**src/rtl/id_ex_hazard_stage.sv**
```systemverilog
// ID/EX pipeline register with load-use / branch hazard stall, flush and halt.
// Optional statistics counters are enabled with `define HAZARD_STATS_EN.
module id_ex_hazard_stage #(
  parameter int RA_IDX      = 31,
  parameter int STALL_CNT_W = 16
) (
  input  logic                   iCLK,
  input  logic                   iRST_n,
  input  logic [1:0]             iRegDst,
  input  logic [1:0]             iOrigALU,
  input  logic [1:0]             iMemparaReg,
  input  logic                   iEscreveReg,
  input  logic                   iLeMem,
  input  logic                   iEscreveMem,
  input  logic [1:0]             iOpALU,
  input  logic [2:0]             iOrigPC,
  input  logic                   iJump,
  input  logic                   iBranch,
  input  logic                   inBranch,
  input  logic                   iJr,
  input  logic [4:0]             iRs,
  input  logic [4:0]             iRt,
  input  logic [4:0]             iRd,
  input  logic                   iBranchTaken,
  input  logic                   iMEM_LeMem,
  input  logic [4:0]             iMEM_Dest,
  output logic [1:0]             oRegDst_EX,
  output logic [1:0]             oOrigALU_EX,
  output logic [1:0]             oMemparaReg_EX,
  output logic [1:0]             oOpALU_EX,
  output logic                   oEscreveReg_EX,
  output logic                   oLeMem_EX,
  output logic                   oEscreveMem_EX,
  output logic                   oJr_EX,
  output logic [4:0]             oDest_EX,
  output logic                   oPCWrite,
  output logic                   oIFIDWrite,
  output logic                   oIFIDFlush,
  output logic                   oHalt,
`ifdef HAZARD_STATS_EN
  output logic [STALL_CNT_W-1:0] oStallCnt,
  output logic [STALL_CNT_W-1:0] oFlushCnt,
`endif
  output logic [1:0]             oState
);

  typedef enum logic [1:0] {
    S_RUN   = 2'b00,
    S_STALL = 2'b01,
    S_HALT  = 2'b10
  } state_e;

  typedef struct packed {
    logic [1:0] regdst;
    logic [1:0] origalu;
    logic [1:0] mempara;
    logic [1:0] opalu;
    logic       wr;
    logic       ld;
    logic       st;
    logic       jr;
    logic [4:0] dest;
  } ctl_t;

  state_e state_q, state_d;
  ctl_t   ctl_q, ctl_d, word;
  logic   uses_rt, ex_hit, mem_hit, stall, redirect;
  logic   pc_wr, flush, halt;

  // Resolve destination register and assemble the decoder word
  always_comb begin
    word         = '0;
    word.regdst  = iRegDst;
    word.origalu = iOrigALU;
    word.mempara = iMemparaReg;
    word.opalu   = iOpALU;
    word.wr      = iEscreveReg;
    word.ld      = iLeMem;
    word.st      = iEscreveMem;
    word.jr      = iJr;
    case (iRegDst)
      2'b00:   word.dest = iRt;
      2'b01:   word.dest = iRd;
      2'b10:   word.dest = 5'(RA_IDX);
      default: word.dest = 5'd0;
    endcase
  end

  // Hazard detection against EX and MEM producers ($0 is immune)
  always_comb begin
    uses_rt = (iOrigALU == 2'b00) | iEscreveMem
            | iBranch | inBranch;
    ex_hit  = ctl_q.wr && (ctl_q.dest != 5'd0)
            && ((ctl_q.dest == iRs)
             || (uses_rt && (ctl_q.dest == iRt)));
    mem_hit = iMEM_LeMem && (iMEM_Dest != 5'd0)
            && ((iMEM_Dest == iRs)
             || (uses_rt && (iMEM_Dest == iRt)));
    stall   = (ctl_q.ld && ex_hit)
            || ((iBranch | inBranch | iJr)
                && (ex_hit || mem_hit));
    redirect = iJump | (iBranch & iBranchTaken)
             | (inBranch & iBranchTaken);
  end

  // Next-state and pipeline control decisions
  always_comb begin
    state_d = state_q;
    ctl_d   = '0;
    pc_wr   = 1'b0;
    flush   = 1'b0;
    halt    = 1'b0;
    case (state_q)
      S_HALT: begin
        halt    = 1'b1;
        state_d = S_HALT;
      end
      default: begin
        if (stall) begin
          state_d = S_STALL;
        end else begin
          pc_wr = 1'b1;
          flush = redirect;
          if (iOrigPC == 3'b111) begin
            state_d = S_HALT;
          end else begin
            state_d = S_RUN;
            ctl_d   = word;
          end
        end
      end
    endcase
  end

  // State and ID/EX register
  always_ff @(posedge iCLK or negedge iRST_n) begin
    if (!iRST_n) begin
      state_q <= S_RUN;
      ctl_q   <= '0;
    end else begin
      state_q <= state_d;
      ctl_q   <= ctl_d;
    end
  end

  assign oPCWrite       = iRST_n & pc_wr;
  assign oIFIDWrite     = iRST_n & pc_wr;
  assign oIFIDFlush     = iRST_n & flush;
  assign oHalt          = iRST_n & halt;
  assign oState         = state_q;
  assign oRegDst_EX     = ctl_q.regdst;
  assign oOrigALU_EX    = ctl_q.origalu;
  assign oMemparaReg_EX = ctl_q.mempara;
  assign oOpALU_EX      = ctl_q.opalu;
  assign oEscreveReg_EX = ctl_q.wr;
  assign oLeMem_EX      = ctl_q.ld;
  assign oEscreveMem_EX = ctl_q.st;
  assign oJr_EX         = ctl_q.jr;
  assign oDest_EX       = ctl_q.dest;

`ifdef HAZARD_STATS_EN
  logic [STALL_CNT_W-1:0] stall_cnt_q, stall_cnt_d;
  logic [STALL_CNT_W-1:0] flush_cnt_q, flush_cnt_d;

  // Saturating event counters, frozen while halted
  always_comb begin
    stall_cnt_d = stall_cnt_q;
    flush_cnt_d = flush_cnt_q;
    if ((state_q != S_HALT) && stall && (~&stall_cnt_q))
      stall_cnt_d = stall_cnt_q + 1'b1;
    if (flush && (~&flush_cnt_q))
      flush_cnt_d = flush_cnt_q + 1'b1;
  end

  // Counter registers
  always_ff @(posedge iCLK or negedge iRST_n) begin
    if (!iRST_n) begin
      stall_cnt_q <= '0;
      flush_cnt_q <= '0;
    end else begin
      stall_cnt_q <= stall_cnt_d;
      flush_cnt_q <= flush_cnt_d;
    end
  end

  assign oStallCnt = stall_cnt_q;
  assign oFlushCnt = flush_cnt_q;
`endif

endmodule

```
**config.mk**
```make
export PLATFORM = sky130hd
export DESIGN_NAME = id_ex_hazard_stage
export DESIGN_NICKNAME = d
export VERILOG_FILES = /design/src/rtl/id_ex_hazard_stage.sv
export SDC_FILE = /design/constraint.sdc
export NUM_CORES = 1
export LEC_CHECK = 0
export CAP_MARGIN = 10
export CORE_UTILIZATION = 37
export DETAILED_ROUTE_END_ITERATION = 8
export MAX_ROUTING_LAYER = met4
export PLACE_DENSITY = 0.87
export SLEW_MARGIN = 10
export SYNTH_ARGS = -nofsm -noshare
export SYNTH_HDL_FRONTEND = slang
export SYNTH_SLANG_ARGS = --single-unit
export TNS_END_PERCENT = 100
```
**constraint.sdc**
```tcl
create_clock -name iCLK -period 2.3 [get_ports iCLK]
set_input_delay 0.46 -clock iCLK [delete_from_list [all_inputs] [get_ports iCLK]]
set_output_delay 0.46 -clock iCLK [all_outputs]
set_load 0.005 [all_outputs]
```
==> flow_summary.json <==
{
  "start_util": 0.398,
  "reg2reg_from": "oDest_EX[2]",
  "antenna_found_initial": 0,
  "hpwl_microns": 2620,
  "finalCriticalPeriod_ns": 2.25,
  "maxCapViolations": 0,
  "cts_buffers": 3,
  "first_iter_violations": 34,
  "synth.most_common_cell": "xor2_1",
  "synth-seq-cells": 19,
  "p_leak_nw": 0.896,
  "ys_seq_area_frac": 0.426,
  "ant_nets": 0,
  "die_x_microns": 57.0,
  "nets": 240,
  "vias": 1186,
  "worst_path_max_delay_cell": "clkdlybuf4s50_1",
  "dieHeight_microns": 57.0,
  "vdd_drop_max_mv": 0.291,
  "track_usage": 0.234,
  "syn-cell-area_sq_um": 1120,
  "layout-drive-gt1-share": 0.279,
  "min_from": "iOrigALU[0]",
  "finalHoldViolations": 0,
  "period_share": 0.979,
  "hold_depth": 3,
  "dr_wl_met3_microns": 231,
  "htree_levels": 1,
  "crit_fanout": 3,
  "synth_top_area_cell": "dfrtp_1",
  "ys_top_cells_by_count": "20 x xor2_1, 19 x dfrtp_1, 13 x nand2_1",
  "max_freq_mhz": 444,
  "synth_top_flop_cell": "dfrtp_1",
  "drt_drc_violations_left": 6,
  "grt_remaining_overflow": 0,
  "endpoint_kind": "output port",
  "clock-skew-final_ns": 0.00221,
  "cts_root_buffer": "clkbuf_4",
  "critPathMaxStageDelay_ns": 0.49,
  "avgSynthCellArea_sq_um": 9.47,
  "r2r_slack_ns": 0.49,
  "wire_per_inst_microns": 15.4,
  "wirelength_microns": 3520,
  "hold-path-endpoint": "oOrigALU_EX[0]",
  "top_layer_used": "met4",
  "via_per_inst": 5.20,
  "synth_enable_flop_cells": 0,
  "syn-num-nets": 160,
  "async_flop_share": 1.00,
  "area_delta_synth_final_pct": 74.4,
  "cp.required_ns": 1.84,
  "synth_top_area_frac": 0.426,
  "clk_pin_slew_ns": 0.10,
  "yosys-top-cells-area": "dfrtp_1 43%, xor2_1 16%, nor2_2 5.0%",
  "rows": 19,
  "ys_types": 25,
  "place_congestion": 0.890,
  "place_inst": 218,
  "violations": "design-rule violations",
  "status": "finished with violations",
  "finalSetupViolCount": 0,
  "clock_latency_ns": 0.29,
  "grt_pass1_vias": 1277,
  "ff2ff_path_depth": 6,
  "dieArea_sq_um": 3240,
  "met2WireLength_microns": 1760,
  "cts_tree": "yes",
  "path_cells": "clkdlybuf4s50_1 > buf_4 > o221ai_4 > o221ai_4 > nor2_2 > buf_2",
  "fill_cells": 219,
  "clock-sinks": 19,
  "path_common_cell": "o221ai_4",
  "r2r-end": "oJr_EX",
  "critPathKind": "input pin to output port",
  "io_buffers": 64,
  "start_kind": "input pin",
  "hold_class": "input pin to register",
  "yosysWarnings": 0,
  "n_antenna_cell": 0,
  "grt_pass1_wl_microns": 5680,
  "crit_start": "iJr",
  "worstMarginPinSlew_ns": 0.379,
  "maxSlewHeadroom": 0.744,
  "grt_max_degree": 20,
  "firstDrtPassIters": 8,
  "slew_violations": 0,
  "power_density_nw_per_um2": 346,
  "finalNonFillerCells": 228,
  "coreArea_sq_um": 2810,
  "worstPathArrival_ns": 1.79,
  "fin_setup_tns_ns": 0,
  "pin_count": 65,
  "wl_met1_microns": 1400,
  "syn_inst": 118,
  "cts_buffer_depth": 2
}
==> placed cells by master, fill, tap and decap left out, types with 3 or more instances in the layout <==
cell type	count
clkdlybuf4s50_1	41
xor2_1	20
dlygate4sd2_1	16
dfrtp_1	16
buf_4	14
nand2_1	13
nor2_1	12
nor2_2	9
inv_1	6
o21ai_0	6
nor3_2	5
o311ai_0	5
buf_2	5
clkbuf_4	3
dfrtp_2	3
==> area by class of cell <==
class | instances | area [sq um] | share of cell area
clock buffers | 4 | 26.3 | 0.0135
multi-input cells | 88 | 668 | 0.343
flip-flops and latches | 19 | 479 | 0.246
well taps | 31 | 38.8 | 0.0199
repair buffers | 80 | 713 | 0.366
inverters | 6 | 22.5 | 0.0116
==> through the flow <==
stage                     hold WS (ns)  power, mW  area (sq um)  setup slack, ns  utilization
after floorplan                  0.164      0.394          1120           0.0573            -
after global placement           0.612      0.501          1840           -0.738        0.657
after detailed placement         0.621      0.506          1840           -0.776        0.657
after CTS                        0.527      0.673          1910          0.00117        0.679
after global routing             0.534      0.709          1950         -0.00642        0.694
final                            0.533      0.674          1950           0.0491        0.694
==> metal layers <==
metal | vias to the layer above | GRT usage
li1 | 557 | -
met1 | 548 | 0.276
met2 | 67 | 0.402
met3 | 14 | 0.0295
met4 | 0 | 0.101
met5 | - | -
==> registers in the layout, summed over array words and instances (netlist names) <==
signal and flops:
oState 2, oLeMem_EX 1, oJr_EX 1, oMemparaReg_EX 2
oOrigALU_EX 2, oEscreveReg_EX 1, oDest_EX 5, oOpALU_EX 2
oEscreveMem_EX 1, oRegDst_EX 2
==> repair_timing <==
action,4_1_cts,5_1_grt
hold buffers,0,0
gates resized for setup,52,10
buffers inserted,3,3
pin swaps,13,9
endpoints found under the setup margin,3,3
==> critical path: cells and delay by family <==
kind | cells | cell delay [ns]
AO/OA/AOI/OAI | 2 | 0.39
buffers and inverters | 3 | 0.81
AND/OR/NAND/NOR | 1 | 0.12
==> cells by family after synthesis <==
group,after synthesis,synth area share
flops,19,0.426
simple gates,48,0.213
buf+inv,11,0.0470
xor+xnor,20,0.157
compound gates,20,0.158
==> worst max-delay path by stage <==
| stage | end | slack [ns] | cells past startpoint |
|---|---|---|---|
| after floorplan | oPCWrite | 0.06 | 6 |
| after global placement | oIFIDFlush | -0.74 | 6 |
| after detailed placement | oIFIDFlush | -0.78 | 6 |
| after CTS | oPCWrite | 0.001 | 6 |
| after global routing | oPCWrite | -0.006 | 6 |
| final | oPCWrite | 0.05 | 6 |
==> where the power goes <==
part	total (mW)	leakage [nW]	internal (mW)	switching [mW]
Sequential	0.334	0.255	0.334	0
Combinational	0.174	0.625	0.0927	0.0814
Clock	0.166	0.0150	0.0674	0.0984
Total	0.674	0.896	0.494	0.180
Power figures use the tool's default switching activity.
